$ cat src/rtl/serial_frame_rx.sv
// Serial frame receiver: start bit, DATA_W data bits (LSB first), optional parity, 1-2 stop bits.
// Latency: out_valid rises the cycle after the final stop bit is sampled; one line bit per clock.
// Backpressure: one-deep holding register; a good frame arriving while it is full is dropped and flagged.
//
// Ports:
//   clk, reset      - rising-edge clock, asynchronous active-high reset
//   in              - serial line, idle high, already synchronous to clk
//   out_data        - received data word
//   out_valid       - out_data holds an unconsumed frame
//   out_ready       - consumer accepts out_data when out_valid && out_ready
//   parity_err      - qualifies out_data: held frame failed its parity check
//   frame_err       - one-cycle pulse after a stop bit was sampled as 0
//   overrun         - one-cycle pulse after a good frame was dropped (holding register full)
module serial_frame_rx #(
    parameter int DATA_W     = 8,
    parameter int PARITY_EN  = 0,
    parameter int PARITY_ODD = 0,
    parameter int STOP_BITS  = 1
) (
    input  logic              clk,
    input  logic              reset,
    input  logic              in,
    output logic [DATA_W-1:0] out_data,
    output logic              out_valid,
    input  logic              out_ready,
    output logic              parity_err,
    output logic              frame_err,
    output logic              overrun
);

    // Wide enough for DATA_W up to 16; also reused to count stop bits.
    localparam int   CNT_W     = 5;
    localparam logic PAR_ODD_B = (PARITY_ODD != 0);

    typedef enum logic [2:0] {
        IDLE,
        DATA,
        PARITY,
        STOP,
        ERR
    } state_t;

    state_t            state;
    state_t            state_nxt;
    logic [CNT_W-1:0]  cnt;
    logic [DATA_W-1:0] shreg;
    logic              par_bad;
    logic              done;
    logic              stop_fail;
    logic              data_last;
    logic              stop_last;

    assign data_last = (cnt == CNT_W'(DATA_W - 1));
    assign stop_last = (cnt == CNT_W'(STOP_BITS - 1));

    always_ff @(posedge clk or posedge reset) begin
        if (reset) begin
            state <= IDLE;
        end else begin
            state <= state_nxt;
        end
    end

    always_comb begin
        state_nxt = state;
        done      = 1'b0;
        stop_fail = 1'b0;
        case (state)
            IDLE: begin
                if (!in) begin
                    state_nxt = DATA;
                end
            end
            DATA: begin
                if (data_last) begin
                    if (PARITY_EN != 0) begin
                        state_nxt = PARITY;
                    end else begin
                        state_nxt = STOP;
                    end
                end
            end
            PARITY: begin
                state_nxt = STOP;
            end
            STOP: begin
                // A bad first stop bit aborts at once; the second one is never looked at.
                if (!in) begin
                    stop_fail = 1'b1;
                    state_nxt = ERR;
                end else if (stop_last) begin
                    done      = 1'b1;
                    state_nxt = IDLE;
                end
            end
            ERR: begin
                // The first 1 seen here is swallowed as idle, never taken as a start bit.
                if (in) begin
                    state_nxt = IDLE;
                end
            end
            default: begin
                state_nxt = IDLE;
            end
        endcase
    end

    // Bit counter, data shift register and parity verdict for the frame in flight.
    always_ff @(posedge clk or posedge reset) begin
        if (reset) begin
            cnt     <= '0;
            shreg   <= '0;
            par_bad <= 1'b0;
        end else begin
            case (state)
                IDLE: begin
                    cnt     <= '0;
                    par_bad <= 1'b0;
                end
                DATA: begin
                    // Shift right so the first (LSB) bit lands at position 0 after DATA_W bits.
                    shreg <= {in, shreg[DATA_W-1:1]};
                    if (data_last) begin
                        cnt <= '0;
                    end else begin
                        cnt <= cnt + CNT_W'(1);
                    end
                end
                PARITY: begin
                    par_bad <= ((^shreg) ^ in) != PAR_ODD_B;
                end
                STOP: begin
                    cnt <= cnt + CNT_W'(1);
                end
                default: begin
                end
            endcase
        end
    end

    // Holding register and registered error pulses.
    always_ff @(posedge clk or posedge reset) begin
        if (reset) begin
            out_data   <= '0;
            out_valid  <= 1'b0;
            parity_err <= 1'b0;
            frame_err  <= 1'b0;
            overrun    <= 1'b0;
        end else begin
            frame_err <= stop_fail;
            overrun   <= done && out_valid && !out_ready;
            if (done && (!out_valid || out_ready)) begin
                out_data   <= shreg;
                parity_err <= par_bad;
                out_valid  <= 1'b1;
            end else if (out_valid && out_ready) begin
                out_valid <= 1'b0;
            end
        end
    end

endmodule

$ cat config.mk
export PLATFORM = sky130hd
export DESIGN_NAME = serial_frame_rx
export DESIGN_NICKNAME = d
export VERILOG_FILES = /design/src/rtl/serial_frame_rx.sv
export SDC_FILE = /design/constraint.sdc
export NUM_CORES = 1
export LEC_CHECK = 0
export ABC_AREA = 1
export BUFFER_PORTS_ARGS = -buffer_cell sky130_fd_sc_hd__buf_4
export CAP_MARGIN = 5
export CORE_MARGIN = 4
export CORE_UTILIZATION = 35
export CTS_CLUSTER_DIAMETER = 60
export DETAILED_ROUTE_END_ITERATION = 8
export GPL_TIMING_DRIVEN = 0
export SYNTH_ARGS = -nofsm -noshare
export SYNTH_HDL_FRONTEND = slang
export SYNTH_SLANG_ARGS = --single-unit
$ cat constraint.sdc
create_clock -name clk -period 1.8 [get_ports clk]
set_input_delay 0.18 -clock clk [delete_from_list [all_inputs] [get_ports clk]]
set_output_delay 0.18 -clock clk [all_outputs]
set_load 0.02 [all_outputs]
Word level (Yosys, flattened, before mapping)
Cells that the tools add are included.

Add/subtract/negate cells: 1. Equal/unequal tests: 9. Muxes and demuxes: 16. Bitwise operators: 1. Reductions and logical operators: 14.

Operators by type and width (count): two-way mux 3 bit (5); case mux 3 bit (5 select lines) (1); case mux 5 bit (3 select lines) (1); parity 8 bit (1); two-way mux 1 bit (7); == test 3 x 2 -> 1 bit, second input constant (2); inequality test 2 bit, second input constant (3); adder 5 x 1 -> 5 bit, second input constant (1); == test 5 x 3 -> 1 bit, second input constant (1); zero test 5 bit (1); two-way mux 5 bit (1); logical AND 1 bit (4); AND reduction 4 bit (1); nonzero test 2 bit (2); == test 3 x 1 -> 1 bit, second input constant (1); == test 3 bit, second input constant (1); zero test 3 bit (1); inequality test 3 bit, second input constant (1); nonzero test 3 bit (1); zero test 1 bit (2); case mux 1 bit (2 select lines) (1); logical OR 1 bit (1); XOR 1 bit (1).

Register bits: 29. Input bits: 4.

Logic depth before layout (Yosys ltp)
Gate-level depths: netlist of the first run.

Depth after elaboration: 6. Depth in mapped cells: 11. Depth with buffers taken out: 11.

Worst setup path before layout of the first run
No wires, ideal clock.

Kind: flip-flop to flip-flop. Start point: register cnt[0]. End point: register parity_err. Library setup time: 0.117 ns. Data arrival time: 1.272 ns. Data required time: 1.683 ns. Path slack: 0.411 ns. Cell stages (with the launch flop): 9. Buffers on the path: 1. Clock period less this slack: 1.389 ns. Cells stage by stage: dfrtp_1 inv_1 ha_1 nand3_1 nor3_4 nand2_4 buf_6 nand2_1 nand2_1.

Cells in the longest elaborated chain, start to end: 5.

RTL lines: start, declared (RTL line 45) `logic [CNT_W-1:0] cnt;`; start signal, assigned (RTL line 126) `cnt <= cnt + CNT_W'(1);`; start signal, assigned (RTL line 133) `cnt <= cnt + CNT_W'(1);`; zero test 5 bit (RTL line 54) `assign stop_last = (cnt == CNT_W'(STOP_BITS - 1));`; two-way mux 1 bit (RTL line 91) `end else if (stop_last) begin`; two-way mux 1 bit (RTL line 88) `if (!in) begin`; two-way mux 1 bit (RTL line 68) `case (state)`; logical AND 1 bit (RTL line 152) `if (done && (!out_valid || out_ready)) begin`; end signal, assigned (RTL line 154) `parity_err <= par_bad;`; end, declared (RTL line 26) `output logic parity_err,`.

No other way between the ends. A chain may end at the register's enable or synchronous reset.

Final worst setup path of the first run
Same ends and word-level chain as after synthesis.

==> results.md, run 1 <==
* Total GRT Usage at 0.119
* Period minus WS final at 1.56 ns
* Internal power at 1.72 mW
* Crit path launch: cnt[0]$_DFFE_PP0P_
* Failing checks: hold timing
* Max Cap Viol at 0
* Leakage at 0.895 nW
* Sequential power share at 0.371
* Total vias in the final route at 1122
* Final wirelength at 2640 um
* CP Class: reg -> reg
* DR pass1 iterations at 4
* Number of global-route vias before repair at approximately 1100
* Worst path required time at between 1.5 and 2 ns
* End-of-flow core utilization at 0.446
* Port bufs at 15
* Worst VDD drop at approximately 0.55 mV
* # diodes at 0
* Reg2reg setup slack at 0.24 ns
* Post-cts hold buffer count at 0
* CP max stage cell: dfrtp_1
* Unrepaired setup endpoints after global routing: false
* Proportion of synthesized area in mux cells at 0
* CP arrival at 1.72 ns
* Root Driver: clkbuf_8
* Row Count at 22
* Hold Path Class: in -> async
* Net Sw Frac at 0.427
* Pin count of the biggest net entering global routing at 30
* Yosys reg bits at 29
* Latest clock arrival within the worst-skew pair at 0.27 ns
* CTS tree: done
* Unique masters post-synth at 20
* Die width at 71.2 um
* Hold Violations, Final at 11
* H-tree Lvls at 2
* Worst Skew at 0.00321 ns
* Pre-CTS setup slack at 0.224 ns
* Cts repair resizes at 0
* Clk pwr share at 0.173
* First-pass GRT wire length at 4730 um
* Clock slew at reported path FFs at 0.06 ns
* Adder-Cell Fraction of Synth Area at 0.0179
* Sw Pwr at 1.28 mW
* Ports at 16
* Startpoint Class: flop
* Fmax at 0.642 GHz
* Placeable Area at ~3800 sq um
* Worst-Margin Slew at 0.550 ns
* Relative slew slack at 0.633
* Setup TNS at 0 ns
* Hold WS at -0.0413 ns
* Final worst-path cycle share at 0.866
* Complex-gate fraction of the synthesized area at 0.116
* CTS Buf Count at 5
* Post-route worst setup slack at 0.242 ns
* GRT overflow at 0
* Synthesized Nets at 172
* Syn Std Cell Area at approximately 1400 sq um
* Setup crit end kind: flop
* Pwr Density at 1780 nW/um^2
* Sequential cell area fraction in the yosys report at 0.520
* Status: finished with violations
* Layout cells sized above 1 at 0.190
* Slew Limit Fails at 0
* R2r startpoint: cnt[0]$_DFFE_PP0P_
* Area share of and/or/nand/nor cells after synthesis at 0.261
* Worst R2R Path Depth at 8
* Final setup fails at 0
* Ys Warns at 0
* Area Growth Syn to Fin at 20.5%
* Global placer's final weighted congestion at approximately 0.74
* Post-DP HPWL at 1920 um
* Post-synthesis average cell area at 8.41 sq um
* Initial antenna violation count at 0
* Max Root-Sink Buffers at 2
* Crit-path max cell delay at 0.42 ns
* Initial DRC count at 55
* Filler Cells Inserted at 369
* R2r endpoint: parity_err$_DFFE_PP0P_
* Nets at 195
* Combinational share of power at 0.455
* CP Cell Sequence: inv_1 -> ha_1 -> nand3_1 -> nor3_4 -> nand2_4 -> buf_6 -> nand2_1 -> nand2_1
* Most used cell, CP: nand2_1
* Initial core utilization at 0.370
* Remaining DRCs at 0
* Largest family of logic cells by synthesized area: simple AND/OR/NAND/NOR gates
* Setup Fix Bufs, Post-CTS at 0
* CP Max Fanout at 10
* Post-synthesis instance total at 166
* Die Footprint at between 5000 and 6000 sq um
* Die Y at just over 70 um
* CP Capture Point: parity_err$_DFFE_PP0P_
* Final ANT Viol Nets at 0
* WL/cell at 11.1 um
* Via density at 4.73
* CTS Sinks at 29
* Synth Area in XOR/XNOR at 0.0125
## power by group through the flow
stage                     clock (mW)  sequential, mW  combinational (mW)
after global placement             0            1.11                1.33
final                          0.521            1.12                1.37
after floorplan                    0            1.21               0.886
after detailed placement           0            1.12                1.37
after global routing           0.573            1.15                1.55
after CTS                      0.543            1.11                1.38
## worst min-delay path by stage
stage / start / end / slack (ns) / cells after the start
6_report: reset / out_data[7]$_DFFE_PP0P_ / -0.04 / 2
4_1_cts: in / frame_err$_DFF_PP0_ / 0.11 / 2
3_5_place_dp: in / frame_err$_DFF_PP0_ / 0.40 / 2
2_1_floorplan: in / frame_err$_DFF_PP0_ / 0.25 / 1
5_1_grt: reset / out_data[5]$_DFFE_PP0P_ / 0.0008 / 2
3_3_place_gp: in / frame_err$_DFF_PP0_ / 0.39 / 2
## final cells by class
class	instances	area, sq um	share of cell area
flip-flops and latches	29	726	0.431
multi-input cells	112	569	0.338
repair buffers	16	140	0.0833
clock buffers	7	86.3	0.0513
inverters	23	86.3	0.0513
well taps	48	60.1	0.0357
plain buffers	2	15.0	0.00892
## cells in the final DEF (no fill, tap or decap), types with 2 or more instances in the layout
cell and count:
ha_1 2, clkbuf_1 2, o21ai_2 8, nor2_1 6
nand2_4 2, dfrtp_1 29, a21oi_1 4, nand2_1 57
buf_4 15, o21ai_0 12, clkbuf_8 6, inv_1 22
nand3_1 13, xor2_1 2
## synthesized netlist by cell type
library cell	number	area share
and3_1	1	0.0045
inv_1	22	0.059
buf_6	1	0.0081
clkbuf_1	1	0.0027
o21ai_0	12	0.043
nor2_4	1	0.0081
inv_2	1	0.0027
nor4_1	1	0.0045
nand2_1	57	0.15
o21ai_2	8	0.050
nand3_1	13	0.047
a21oi_1	4	0.014
xor2_1	2	0.013
o22ai_1	1	0.0045
nor3_4	1	0.012
ha_1	2	0.018
a31oi_1	1	0.0045
nand2_4	2	0.016
dfrtp_1	29	0.52
nor2_1	6	0.016
## layer usage
metal / vias to the layer above / GRT usage / share of wire
li1: 566 / - / -
met1: 517 / 0.153 / 0.48
met2: 30 / 0.187 / 0.45
met3: 9 / 0.0341 / 0.047
met4: 0 / 0.0501 / 0.019
met5: - / 0 / 0
## worst max-delay path, delay by kind of cell, from the launching register on
family	cells	cell delay, ns
fa+ha+maj	1	0.14
buf+inv	2	0.25
flops	1	0.42
simple gates	5	0.63
## kinds of logic after synthesis
logic type                 after synthesis
adders and majority gates                2
buffers and inverters                   25
DFF                                     29
AOI/OAI and AO/OA                       26
and+or+nand+nor                         82
xor gates and xnor gates                 2
## state kept, by name, indices dropped and copies added, names as in the netlist
signal	flops
frame_err	1
cnt	5
par_bad	1
parity_err	1
shreg	8
out_data	8
out_valid	1
overrun	1
state	3
## stage by stage
stage | total power [mW] | area, sq um | cells
final | 3.00 | 1680 | 237
after global routing | 3.27 | 1680 | 237
after CTS | 3.03 | 1660 | 236
after detailed placement | 2.49 | 1570 | 229
after global placement | 2.44 | 1570 | 229
after floorplan | 2.10 | 1400 | 166
Power figures use the tool's default switching activity.
==> inputs of run 2 (changes only) <==
--- a/config.mk
+++ b/config.mk
@@ -5,7 +5,6 @@
 export SDC_FILE = /design/constraint.sdc
 export NUM_CORES = 1
 export LEC_CHECK = 0
-export ABC_AREA = 1
 export BUFFER_PORTS_ARGS = -buffer_cell sky130_fd_sc_hd__buf_4
 export CAP_MARGIN = 5
 export CORE_MARGIN = 4
==> run 2 against run 1 <==
The run now ends clean. Clock skew up 0.0014 ns. Routed wire length decreased by 15%. Area after synthesis down 4.7%. Critical endpoint is now out_data[0]$_DFFE_PP0P_. Largest cell class unchanged. Largest power group unchanged.
==> results.md, run 2 <==
* Remaining DRCs at 0 (unchanged)
* R2r endpoint: out_data[0]$_DFFE_PP0P_ (was parity_err$_DFFE_PP0P_)
* Worst-Margin Slew at 1.06 ns (was 0.550 ns)
* Global placer's final weighted congestion at 0.819 (was 0.742)
* Placed cells at 165 (was 229)
* Total power at 2.79 mW (was 3.00 mW)
* Yosys reg bits at 29 (unchanged)
* Commonest non-fill, non-tap cell in the layout: dfrtp_1 (was nand2_1)
* CTS Buf Count at 5 (unchanged)
* Worst Hold End: state[2]$_DFFE_PP0P_
* Reg2reg setup slack at 0.11 ns (was 0.24 ns)
* Die width at 69.6 um (was 71.2 um)
* Sequential cell area fraction in the yosys report at 0.546 (was 0.520)
* CP Cell Sequence: inv_1 -> ha_1 -> nor4b_4 -> nand4_4 -> mux2_2 (was inv_1 -> ha_1 -> nand3_1 -> nor3_4 -> nand2_4 -> buf_6 -> nand2_1 -> nand2_1)
* Final Cell Area at 1580 sq um (was 1680 sq um)
* Startpoint Class: flop (unchanged)
* Hold Path Class: in -> reg (was in -> async)
* CP Class: reg -> reg (unchanged)
* Root Driver: clkbuf_8 (unchanged)
* Max Root-Sink Buffers at 2 (unchanged)
* DR pass1 iterations at 3 (was 4)
* # diodes at 0 (unchanged)
* Cts repair resizes at 0 (unchanged)
* Die Y at 69.6 um (was 71.2 um)
* WHS Path Cells at 2
* Worst R2R Path Depth at 5 (was 8)
* Post-synthesis average cell area at 12.9 sq um (was 8.41 sq um)
* Ports at 16 (unchanged)
* Number of global-route vias before repair at 882 (was 1072)
* Dominant cell type by area after synthesis: dfrtp_1 (unchanged)
* Share of Yosys cell area claimed by the top area cell type at 0.546 (was 0.520)
* Final wirelength at 2240 um (was 2640 um)
* Layout cells sized above 1 at 0.344 (was 0.190)
* Final ANT Viol Nets at 0 (unchanged)
* Initial antenna violation count at 0 (unchanged)
* Synthesized Nets at 109 (was 172)
* GRT overflow at 0 (unchanged)
* Hold Violations, Final at 0 (was 11)
* Placeable Area at 3660 sq um (was 3770 sq um)
* First-pass GRT wire length at 4020 um (was 4730 um)
* Unrepaired setup endpoints after global routing: false (unchanged)
* Synth area leaders: dfrtp_1, mux2_2, xnor2_1, ha_1, nor4b_4 (was dfrtp_1, nand2_1, inv_1, o21ai_2, nand3_1)
* Unique masters post-synth at 32 (was 20)
* Initial core utilization at 0.363 (was 0.370)
* Worst path required time at 1.96 ns (about the same)
* Most instantiated cells after synthesis: dfrtp_1, mux2_2, inv_1, nand2_1, nor2_1 (was nand2_1, dfrtp_1, inv_1)
* Ys flop type: dfrtp_1 (unchanged)
* Hold_sp: in
* Leakage at 0.755 nW (was 0.895 nW)
* Worst VDD drop at 0.852 mV (was 0.551 mV)
* Latest clock arrival within the worst-skew pair at 0.28 ns (was 0.27 ns)
* Syn Std Cell Area at 1330 sq um (was 1400 sq um)
* Period minus WS final at 1.69 ns (was 1.56 ns)
* Status: completed (was finished with violations)
* CP arrival at 1.85 ns (was 1.72 ns)
* Post-cts hold buffer count at 0 (unchanged)
* Pin count of the biggest net entering global routing at 30 (unchanged)
* CP Max Fanout at 9 (was 10)
* Total vias in the final route at 833 (was 1122)
* CTS tree: done (unchanged)
* Fmax at 0.591 GHz (was 0.642 GHz)
* Total GRT Usage at 0.105 (was 0.119)
* Nets at 130 (was 195)
* Setup crit end kind: flop (unchanged)
* Post-route worst setup slack at 0.108 ns (was 0.242 ns)
* Final worst-path cycle share at 0.940 (was 0.866)
* CTS Sinks at 29 (unchanged)
* Post-DP HPWL at 1620 um (was 1920 um)
* Most frequent cells in the layout: dfrtp_1, mux2_2, buf_4 (was nand2_1, dfrtp_1, inv_1, buf_4, nand3_1)
* Post-synth ARST share at 1.00 (unchanged)
* Post-synth EDFFs at 0 (unchanged)
* Area Growth Syn to Fin at 18.6% (was 20.5%)
* Count leader, synth: dfrtp_1 (was nand2_1)
* Via density at 4.82 (was 4.73)
* Initial DRC count at 13 (was 55)
* Crit-path max cell delay at 0.43 ns (was 0.42 ns)
* Ys Warns at 0 (unchanged)
* Worst Skew at 0.00466 ns (was 0.00321 ns)
* Clock slew at reported path FFs at 0.06 ns (about the same)
* WL/cell at 12.9 um (was 11.1 um)
* Pwr Density at 1770 nW/um^2 (was 1780 nW/um^2)
* R2r startpoint: cnt[0]$_DFFE_PP0P_ (unchanged)
* Final setup fails at 0 (unchanged)
* Dpl cell area at 1500 sq um (was 1570 sq um)
* Relative slew slack at 0.295 (was 0.633)
* Row Count at 22 (unchanged)
* Port bufs at 14 (was 15)
* Pre-CTS setup slack at 0.0837 ns (was 0.224 ns)
* Die Footprint at 4850 sq um (was 5060 sq um)
* Largest registers: out_data (8), shreg (8), cnt (5) (unchanged)
* Setup Fix Bufs, Post-CTS at 0 (unchanged)
* Finished Layout Cells at 173 (was 237)
* H-tree Lvls at 2 (unchanged)
* CP max stage cell: dfrtp_1 (unchanged)
* Post-synthesis instance total at 103 (was 166)
* Max Cap Viol at 0 (unchanged)
* Slew Limit Fails at 0 (unchanged)
* Setup TNS at 0 ns (unchanged)
run 2: cell types whose count changed in the layout (fill, tap and decap cells not counted), moves of 3 or more:
cell / previous run / this run
nand2_1: 57 / 5
inv_1: 22 / 5
mux2_2: 0 / 17
nand3_1: 13 / 3
o21ai_0: 12 / 2
o21ai_2: 8 / 0
xnor2_1: 0 / 4
nand2b_1: 0 / 3
run 2: report_power, final:
| group | leakage, nW | switching, mW | internal [mW] |
|---|---|---|---|
| Combinational | 0.338 | 0.505 | 0.665 |
| Clock | 0.0450 | 0.232 | 0.267 |
| Sequential | 0.372 | 0.229 | 0.893 |
run 2: layer usage:
layer | up-vias | share of wire | global-route usage
met4 | 0 | 0.021 | 0.0574
met2 | 14 | 0.52 | 0.168
met3 | 6 | 0.032 | 0.0319
li1 | 405 | - | -
met1 | 408 | 0.43 | 0.124
met5 | - | 0 | 0
run 2: kinds of logic (layout without fill, tap and decap cells):
kind of cell               after synthesis  in the layout  synth area share
AOI/OAI and AO/OA                       15             15            0.0847
muxes                                   18             18             0.151
adders and majority gates                2              2            0.0188
xor gates and xnor gates                 7              7            0.0564
buffers and inverters                    8             30            0.0282
DFF                                     29             29             0.546
and+or+nand+nor                         24             24             0.115
run 2: worst max path at each step:
| stage | slack [ns] | endpoint | start | cells past startpoint |
|---|---|---|---|---|
| after floorplan | 0.32 | out_data[0]$_DFFE_PP0P_ | cnt[0]$_DFFE_PP0P_ | 5 |
| after global placement | 0.14 | out_data[2]$_DFFE_PP0P_ | cnt[0]$_DFFE_PP0P_ | 5 |
| after detailed placement | 0.08 | out_data[0]$_DFFE_PP0P_ | cnt[0]$_DFFE_PP0P_ | 5 |
| after CTS | 0.08 | out_data[0]$_DFFE_PP0P_ | cnt[0]$_DFFE_PP0P_ | 5 |
| after global routing | 0.008 | out_data[5]$_DFFE_PP0P_ | cnt[0]$_DFFE_PP0P_ | 5 |
| final | 0.11 | out_data[0]$_DFFE_PP0P_ | cnt[0]$_DFFE_PP0P_ | 5 |
run 2: layout make-up:
cell class	instances	area, sq um
fill	350	2080
sequential	29	726
multi-input combinational	66	567
timing repair buffer	14	105
clock buffer	6	72.6
tap	48	60.1
buffer	3	18.8
inverter	5	18.8
clock inverter	2	10.0
run 2: worst max-delay path, delay by kind of cell (launching register included):
| kind | cells | cell delay, ns |
|---|---|---|
| AND/OR/NAND/NOR | 2 | 0.59 |
| flip-flops | 1 | 0.43 |
| multiplexers | 1 | 0.34 |
| adder cells (fa/ha/maj) | 1 | 0.14 |
| buffers and inverters | 1 | 0.08 |
run 2: stage by stage:
stage          utilization  hold WS (ns)
3_3_place_gp         0.408         0.386
4_1_cts              0.431        0.0945
2_1_floorplan            -         0.258
6_report             0.431        0.0965
5_1_grt              0.431         0.110
3_5_place_dp         0.408         0.387
